**config.mk**
```make
export PLATFORM = sky130hd
export DESIGN_NAME = serial_frame_rx
export DESIGN_NICKNAME = d
export VERILOG_FILES = /design/src/rtl/serial_frame_rx.sv
export SDC_FILE = /design/constraint.sdc
export NUM_CORES = 1
export LEC_CHECK = 0
export ABC_AREA = 1
export BUFFER_PORTS_ARGS = -buffer_cell sky130_fd_sc_hd__buf_2
export CELL_PAD_IN_SITES_DETAIL_PLACEMENT = 1
export CELL_PAD_IN_SITES_GLOBAL_PLACEMENT = 1
export CORE_MARGIN = 5
export CORE_UTILIZATION = 44
export DETAILED_ROUTE_END_ITERATION = 12
export PLACE_DENSITY_LB_ADDON = 0.1
export REMOVE_ABC_BUFFERS = 1
export SYNTH_ARGS = -nofsm -noshare
export SYNTH_HDL_FRONTEND = slang
export SYNTH_SLANG_ARGS = --single-unit
export TNS_END_PERCENT = 5
```
**constraint.sdc**
```tcl
create_clock -name clock -period 1.9 [get_ports clock]
set_input_delay 0 -clock clock [delete_from_list [all_inputs] [get_ports clock]]
set_output_delay 0 -clock clock [all_outputs]
set_load 0.005 [all_outputs]
```
**src/rtl/serial_frame_rx.sv**
```systemverilog
// Frame receiver for the same-clock serial link: start, 8 data bits MSB first, stop; byte lands in a one-entry valid/ready buffer 1 clk after the stop sample.
// A full buffer with rx_ready low drops the new byte (overrun pulse). `SERIAL_FRAME_RX_CNT_EN adds the frame_cnt output.
module serial_frame_rx #(
    parameter int BIT_PERIOD = 106,
    parameter int CNT_W      = 10
) (
    input  logic       clock,
    input  logic       reset_n,
    input  logic       serial_in,
    output logic [7:0] rx_data,
    output logic       rx_valid,
    input  logic       rx_ready,
    output logic       frame_err,
    output logic       overrun,
    output logic       busy
`ifdef SERIAL_FRAME_RX_CNT_EN
    ,
    output logic [7:0] frame_cnt
`endif
);

    typedef enum logic [1:0] {
        IDLE,
        DATA,
        STOP
    } state_t;

    localparam logic [CNT_W-1:0] LAST_CNT = CNT_W'(BIT_PERIOD - 1);

    state_t           state_q, state_d;
    logic [CNT_W-1:0] cnt_q, cnt_d;
    logic [2:0]       idx_q, idx_d;
    logic [7:0]       shift_q, shift_d;
    logic [7:0]       data_q, data_d;
    logic             valid_q, valid_d;
    logic             ferr_q, ferr_d;
    logic             ovr_q, ovr_d;
    logic             sample;
    logic             complete;
`ifdef SERIAL_FRAME_RX_CNT_EN
    logic [7:0]       fcnt_q, fcnt_d;
`endif

    always_comb begin
        state_d  = state_q;
        cnt_d    = cnt_q;
        idx_d    = idx_q;
        shift_d  = shift_q;
        data_d   = data_q;
        valid_d  = valid_q;
        ferr_d   = 1'b0;
        ovr_d    = 1'b0;
        complete = 1'b0;
        sample   = (cnt_q == LAST_CNT);

        case (state_q)
            IDLE: begin
                if (!serial_in) begin
                    state_d = DATA;
                    cnt_d   = '0;
                    idx_d   = 3'd7;
                end
            end
            DATA: begin
                if (sample) begin
                    cnt_d          = '0;
                    shift_d[idx_q] = serial_in;
                    if (idx_q == 3'd0) begin
                        state_d = STOP;
                    end else begin
                        idx_d = idx_q - 3'd1;
                    end
                end else if (!serial_in) begin
                    // A low between sample points is a broken line, not a new start bit.
                    state_d = IDLE;
                    cnt_d   = '0;
                    idx_d   = 3'd0;
                    ferr_d  = 1'b1;
                end else begin
                    cnt_d = cnt_q + 1'b1;
                end
            end
            STOP: begin
                if (sample) begin
                    state_d = IDLE;
                    cnt_d   = '0;
                    idx_d   = 3'd0;
                    if (serial_in) begin
                        complete = 1'b1;
                    end else begin
                        ferr_d = 1'b1;
                    end
                end else if (!serial_in) begin
                    state_d = IDLE;
                    cnt_d   = '0;
                    idx_d   = 3'd0;
                    ferr_d  = 1'b1;
                end else begin
                    cnt_d = cnt_q + 1'b1;
                end
            end
            default: begin
                state_d = IDLE;
                cnt_d   = '0;
                idx_d   = 3'd0;
            end
        endcase

        // A drain on the completion cycle frees the slot for the new byte.
        if (complete) begin
            if (!valid_q || rx_ready) begin
                data_d  = shift_q;
                valid_d = 1'b1;
            end else begin
                ovr_d = 1'b1;
            end
        end else if (valid_q && rx_ready) begin
            valid_d = 1'b0;
        end
    end

`ifdef SERIAL_FRAME_RX_CNT_EN
    always_comb begin
        fcnt_d = fcnt_q;
        if (complete) begin
            fcnt_d = fcnt_q + 8'd1;
        end
    end

    always_ff @(posedge clock or negedge reset_n) begin
        if (!reset_n) begin
            fcnt_q <= 8'd0;
        end else begin
            fcnt_q <= fcnt_d;
        end
    end

    assign frame_cnt = fcnt_q;
`endif

    always_ff @(posedge clock or negedge reset_n) begin
        if (!reset_n) begin
            state_q <= IDLE;
            cnt_q   <= '0;
            idx_q   <= 3'd0;
            shift_q <= 8'h00;
            data_q  <= 8'h00;
            valid_q <= 1'b0;
            ferr_q  <= 1'b0;
            ovr_q   <= 1'b0;
        end else begin
            state_q <= state_d;
            cnt_q   <= cnt_d;
            idx_q   <= idx_d;
            shift_q <= shift_d;
            data_q  <= data_d;
            valid_q <= valid_d;
            ferr_q  <= ferr_d;
            ovr_q   <= ovr_d;
        end
    end

    assign rx_data   = data_q;
    assign rx_valid  = valid_q;
    assign frame_err = ferr_q;
    assign overrun   = ovr_q;
    assign busy      = (state_q != IDLE);

endmodule

```
Word-level counts from Yosys, hierarchy flattened --
Cells that the tools add are included.
Cells by class: $add $sub $neg 2, $lt $le $gt $ge 2, eq/ne operators 7, mux-type cells 30, reductions and logical operators 14
Operators by type and width (count):
- $mux W10 | 3
- $pmux W10 S2 | 1
- $mux W3 | 5
- $mux W1 | 11
- $add A10 B1 Y10 const B | 1
- $eq A10 B7 Y1 const B | 1
- $mux W2 | 5
- $reduce_and A2 Y1 | 5
- $pmux W3 S3 | 1
- $bwmux W8 | 1
- $ne A3 B3 Y1 const B | 2
- $pmux W2 S3 | 1
- $lt A3 B4 Y1 const B | 1
- $reduce_bool A2 Y1 | 2
- $demux W1 S3 | 1
- $ge A3 B1 Y1 const B | 1
- $logic_not A3 Y1 | 1
- $sub A3 B1 Y3 const B | 1
- $eq A2 B1 Y1 const B | 1
- $eq A2 B2 Y1 const B | 1
- $logic_and A1 B1 Y1 | 2
- $logic_not A2 Y1 | 1
- $ne A2 B1 Y1 const B | 1
- $ne A2 B2 Y1 const B | 1
- 4 further kinds | 4
Word-level totals: register bits after elaboration 34, input bits 4, output and inout bits 12

Logic depth before layout (Yosys ltp) --
Gate-level depths: netlist (run 1).
depth after elaboration 5, depth in mapped cells 11, depth with buffers taken out 10

Worst setup path before layout (run 1) --
Ideal clock, no wire load.
path kind register to register, from register cnt_q[1], to register shift_q[1], setup time 0.132 ns, arrival 1.292 ns, setup slack 0.476 ns, stages on the path, launching flop included 11, path buffers 1, cell sequence dfrtp_1 > inv_1 > ha_1 > nand2_1 > nor2_2 > nand3_4 > nor2_4 > buf_6 > nand3_1 > nand2_1 > o21ai_1
On the way: longest elaborated chain between the ends 2
RTL lines:
- start: declaration | RTL line 31 | logic [CNT_W-1:0] cnt_q, cnt_d;
- start signal: assignment | RTL line 153 | cnt_q <= cnt_d;
- $eq A10 B7 Y1 | RTL line 54 | sample = (cnt_q == LAST_CNT);
- $reduce_and A2 Y1 (no line)
- end signal: assignment | RTL line 155 | shift_q <= shift_d;
- end: declaration | RTL line 33 | logic [7:0] shift_q, shift_d;
Every way passes these cells. A chain may end at the register's enable or synchronous reset.

Final worst setup path (run 1) --
from register state_q[0], to register cnt_q[3]
On the way: longest elaborated chain between the ends 3, elaborated cells between the ends (all ways) 6, classes of those cells eq/ne: 3; mux: 1; reduce/logical: 2
RTL lines:
- start: declaration | RTL line 30 | state_t state_q, state_d;
- start signal: assignment | RTL line 152 | state_q <= state_d;
- $eq A2 B2 Y1 / $eq A2 B1 Y1 (equally long branches) | RTL line 56 | case (state_q)
- $reduce_or A2 Y1 (no line)
- $pmux W10 S2 | RTL line 56
Parallel ways exist; a longest one is shown, timed or not.

==> results.cfg, run 1 <==
[floorplanning]
dieArea_um2 = 5770
initial_core_util = 0.446
core_um2 = 4290
rows = 24
dieHeight_um = 75.9
io_pins = 16
die_x_um = 75.9

[cells_and_area]
post-route-util = 0.511
final_common_cell = nand2_1
multiInputGateArea_um2 = 875
drive_above_1_share = 0.195
seq_area_um2 = 851
fillCellCount = 543
syn_to_final_growth_pct = 14.7
final_cell_mix = nand2_1, inv_1, dfrtp_1, nand3_1, nor2_1
n_antenna_cell = 0
finish.net_count = 273

[worst_hold_path]
hold_path_depth = 4
holdCritPathClass = primary input to flip-flop
min_to = rx_valid
min_from = rx_ready

[sta]
tightest_slew_ps = 791
period_minus_slack_ps = 1670
fmax_ghz = 0.598
drv_slew = 0
setup_viol = 0
fin_tns_setup_ps = 0
final.setup.worst_slack_ps = 228
min_period_over_period = 0.880
finalHoldViolCount = 0
fin_skew_ps = 6.59
max-slew-margin-rel = 0.473
rsz0062_at_grt = false

[power_and_ir_drop]
power.density_nw_per_um2 = 1070
vdd_drop_max_mv = 0.521
p_leak_nw = 1.20

[worst_setup_path]
critical_path_class = flip-flop to flip-flop
crit_required_ps = 2120
end_kind = flip-flop
cp.arrival_ps = 1890
worstReg2RegEnd = cnt_q[3]
startpoint_type = flip-flop
path_max_fanout = 7
reg2reg_from = state_q[0]
rr_worst_depth = 7
reg2reg_slack_ps = 230

[place]
gp_congestion = 0.820
dp_hpwl_mm = 3.15
numPortBuffers = 15
place_ws_ps = 286

[synth]
synth_xor_area_frac = 0.0137
yosys_warnings = 0
yosysSeqAreaShare = 0.445
synth_edf_count = 0
synth-compound-area-share = 0.0818
postSynthAreaPerCell_um2 = 8.00
synth_area_um2 = 1910
synthAdderAreaFrac = 0.0523
synth_top_family_by_area = simple AND/OR/NAND/NOR gates
muxShareOfSynthArea = 0
synth_area_leader_cell = dfrtp_1
synth_cell_types = 29
synthFlopType = dfrtp_1
netlist_instances = 239
yosys.area_share.simple = 0.309
synth_area_leaders = dfrtp_1, nand2_1, inv_1
synth_top_area_share = 0.445
synthArstFlopShare = 1.00
yosys_register_bits = 34

[drt]
antenna_left = 0
drt_iter0_markers = 69
viasPerCell = 4.91
drt-pass1-iter-count = 4
wl_per_cell_um = 13.6
vias = 1541
drc = 0
drt-total-wl_mm = 4.26

[clock_tree]
cts_setup_buffers = 0
numCtsBuffers = 5
cts_root_buf = clkbuf_8
htree_levels = 2
path_clk_slew_ps = 80
ctsResizeCount = 0
cts_tree = done
cts.sinks = 34
clk_latency_ps = 290
cts.path.max_buffers = 2

[grt]
antenna_found_initial = 0
grt-ovfl-total = 0
grt_pass1_vias = 1623
grt_pass1_wl_mm = 7.71
grt_usage = 0.165
grt_start_max_net_pins = 35

[outcome]
status = finished clean

[flow_run]
cap_violations = 0
==> cell families after synthesis <==
kind of cell	count (synthesis)
and+or+nand+nor	126
buffers and inverters	44
DFF	34
AOI/OAI and AO/OA	24
adders and majority gates	8
xor gates and xnor gates	3
==> Yosys cell counts (2+ instances only) <==
cell type	count
nor2_4	3
nor2_2	2
inv_1	35
o22ai_1	2
nand3b_1	3
dfrtp_1	34
nand3_1	23
xor2_1	3
ha_1	8
nor2_1	20
nand2_2	2
o21ai_2	8
buf_2	2
a21oi_1	4
o21ai_1	8
nand2_1	66
buf_6	2
inv_2	3
==> sequential cells by signal (all words and copies together), names as in the netlist <==
name / flops
cnt_q: 10
frame_err: 1
idx_q: 3
overrun: 1
rx_data: 8
rx_valid: 1
shift_q: 8
state_q: 2
==> report_power, final <==
part,switching [mW],internal (mW),total (mW)
Combinational,0.446,0.241,0.687
Clock,0.280,0.526,0.806
Sequential,0.0582,0.790,0.848
Total,0.784,1.56,2.34
==> per-layer routing <==
layer  routed length (µm)  track usage
met1                 2090        0.223
met4                   63       0.0534
met5                    0            0
met2                 1980        0.260
met3                  118       0.0391
==> per-stage QoR <==
stage	hold WS, ps	instances	power, mW	instance area, µm²
CTS	72.6	314	2.38	2190
global route	92.9	314	2.52	2190
detailed placement	130	305	1.56	2050
global placement	132	305	1.53	2050
finish	79.2	314	2.34	2190
floorplan	-296	234	1.31	1880
==> final cells by class <==
cell class / count / share of cell area
multi-input cells: 161 / 0.399
flip-flops and latches: 34 / 0.388
inverters: 39 / 0.0690
repair buffers: 20 / 0.0525
clock buffers: 5 / 0.0314
clock inverters: 3 / 0.0314
well taps: 52 / 0.0296
==> what timing repair did <==
action | CTS | global route
setup endpoints to repair | 0 | 0
hold endpoints to repair | 34 | 0
hold buffers | 1 | 0
==> worst max-delay path by stage <==
stage	endpoint	slack [ps]	cells after the start	startpoint
2_1_floorplan	cnt_q[6]	450	8	state_q[0]
4_1_cts	cnt_q[3]	200	7	state_q[0]
5_1_grt	cnt_q[3]	90	7	state_q[1]
3_5_place_dp	shift_q[4]	290	9	cnt_q[1]
6_report	cnt_q[3]	230	7	state_q[0]
3_3_place_gp	rx_data[4]	320	7	cnt_q[1]
==> critical path, cell delays in order (launching register included) <==
cell and delay, ps:
dfrtp_1 400, inv_1 100, ha_1 220, nand2_1 210, buf_4 190, a21oi_1 70, or2_2 290, nor2_1 120
No activity file was read; power rests on OpenSTA's default activity.
==> run 2: changes to the inputs <==
MAX_ROUTING_LAYER = met4   (was unset)
==> run 2 against run 1 <==
Compared with the run above:
- via count is 0.13% higher
- setup slack hardly changed
- register-to-register slack hardly changed
- first-iteration DRC count is 19% higher
- routed wire length hardly changed
- combinational power hardly changed
- sequential power hardly changed
- global-route usage is 0.47 points higher
- design area stayed put
- flip-flop and latch count stayed put
- final cell count stayed put
- worst hold slack worse by 1.6 ps
- largest cell class unchanged
==> results.cfg, run 2 (synthesis results as in run 1) <==
[outcome]
status = finished clean

[grt]
grt_pass1_vias = 1620
grt_usage = 0.170
grt_pass1_wl_mm = 7.72
grt_start_max_net_pins = 35
grt-ovfl-total = 0
antenna_found_initial = 0

[worst_setup_path]
end_kind = flip-flop
startpoint_type = flip-flop
rr_worst_depth = 7
crit_required_ps = 2120
reg2reg_from = state_q[0]
critical_path_class = flip-flop to flip-flop
cp.arrival_ps = 1890
path_max_fanout = 7
setup.worst_path.start = state_q[0]

[cells_and_area]
final_common_cell = nand2_1
finish.net_count = 273
fillCellCount = 543
final_cell_mix = nand2_1, inv_1, dfrtp_1, nand3_1, nor2_1
multiInputGateArea_um2 = 875
syn_to_final_growth_pct = 14.7
drive_above_1_share = 0.195
top_register = cnt_q
n_antenna_cell = 0
seq_area_um2 = 851
largest_register_ffs = 10

[drt]
drt-pass1-iter-count = 4
drt-total-wl_mm = 4.26
viasPerCell = 4.91
drt_iter0_markers = 82
drc = 0
wl_per_cell_um = 13.6
vias = 1543
antenna_left = 0

[sta]
fmax_ghz = 0.598
finalHoldViolCount = 0
max-slew-margin-rel = 0.472
fin_skew_ps = 6.67
rsz0062_at_grt = false
period_minus_slack_ps = 1670
min_period_over_period = 0.880
fin_tns_setup_ps = 0
setup_viol = 0
drv_slew = 0
tightest_slew_ps = 792

[worst_hold_path]
holdCritPathClass = primary input to flip-flop
min_from = rx_ready
hold_path_depth = 4

[floorplanning]
initial_core_util = 0.446
die_x_um = 75.9
dieHeight_um = 75.9
core_um2 = 4290
rows = 24
dieArea_um2 = 5770
io_pins = 16

[place]
dp_hpwl_mm = 3.15
numPortBuffers = 15
gp_congestion = 0.832

[clock_tree]
cts.path.max_buffers = 2
clk_latency_ps = 290
htree_levels = 2
path_clk_slew_ps = 80
ctsResizeCount = 0
cts.sinks = 34
numCtsBuffers = 5
cts_root_buf = clkbuf_8
cts_tree = done

[power_and_ir_drop]
vdd_drop_max_mv = 0.521
power.density_nw_per_um2 = 1070
p_leak_nw = 1.20
finalPower_mw = 2.34

[flow_run]
cap_violations = 0
==> run 2: power by group <==
part | switching (mW) | internal [mW]
Clock | 0.283 | 0.526
Combinational | 0.446 | 0.241
Sequential | 0.0582 | 0.790
==> run 2: repair_timing <==
item	4_1_cts	5_1_grt
hold buffers	1	0
setup endpoints to repair	0	0
hold endpoints to repair	34	0
buffers inserted	0	0
==> run 2: layout make-up <==
cell class / instances / share of cell area
Timing Repair Buffer: 20 / 0.0525
Clock buffer: 5 / 0.0314
Multi-Input combinational cell: 161 / 0.399
Inverter: 39 / 0.0690
Sequential cell: 34 / 0.388
Tap cell: 52 / 0.0296
Clock inverter: 3 / 0.0314
==> run 2: path summary, 6_finish.rpt <==
check | slack [ps] | endpoint
min reg2reg | 480 | rx_data[0]
max | 230 | cnt_q[3]
min in group asynchronous | 330 | cnt_q[8]
min | 80 | rx_valid
max in group asynchronous | 1070 | overrun
max reg2reg | 230 | cnt_q[3]
==> run 2: worst max-delay path, stage by stage, from the launching register on <==
cell and delay (ps):
dfrtp_1 400, inv_1 100, ha_1 220, nand2_1 210
buf_4 190, a21oi_1 70, or2_2 290, nor2_1 120
==> run 2: stage by stage <==
| step | std cells | hold slack (ps) | cell area [µm²] | setup WS (ps) | util |
|---|---|---|---|---|---|
| CTS | 314 | 72.6 | 2190 | 203 | 0.511 |
| global route | 314 | 92.7 | 2190 | 87.1 | 0.511 |
| global placement | 305 | 132 | 2050 | 316 | 0.477 |
| floorplan | 234 | -296 | 1880 | 448 | - |
| finish | 314 | 77.6 | 2190 | 228 | 0.511 |
| detailed placement | 305 | 130 | 2050 | 286 | 0.477 |
==> run 2: metal layers <==
layer	part of all wire	global-route usage
met5	0	-
met4	0.015	0.0534
met3	0.029	0.0391
met2	0.46	0.259
met1	0.49	0.224
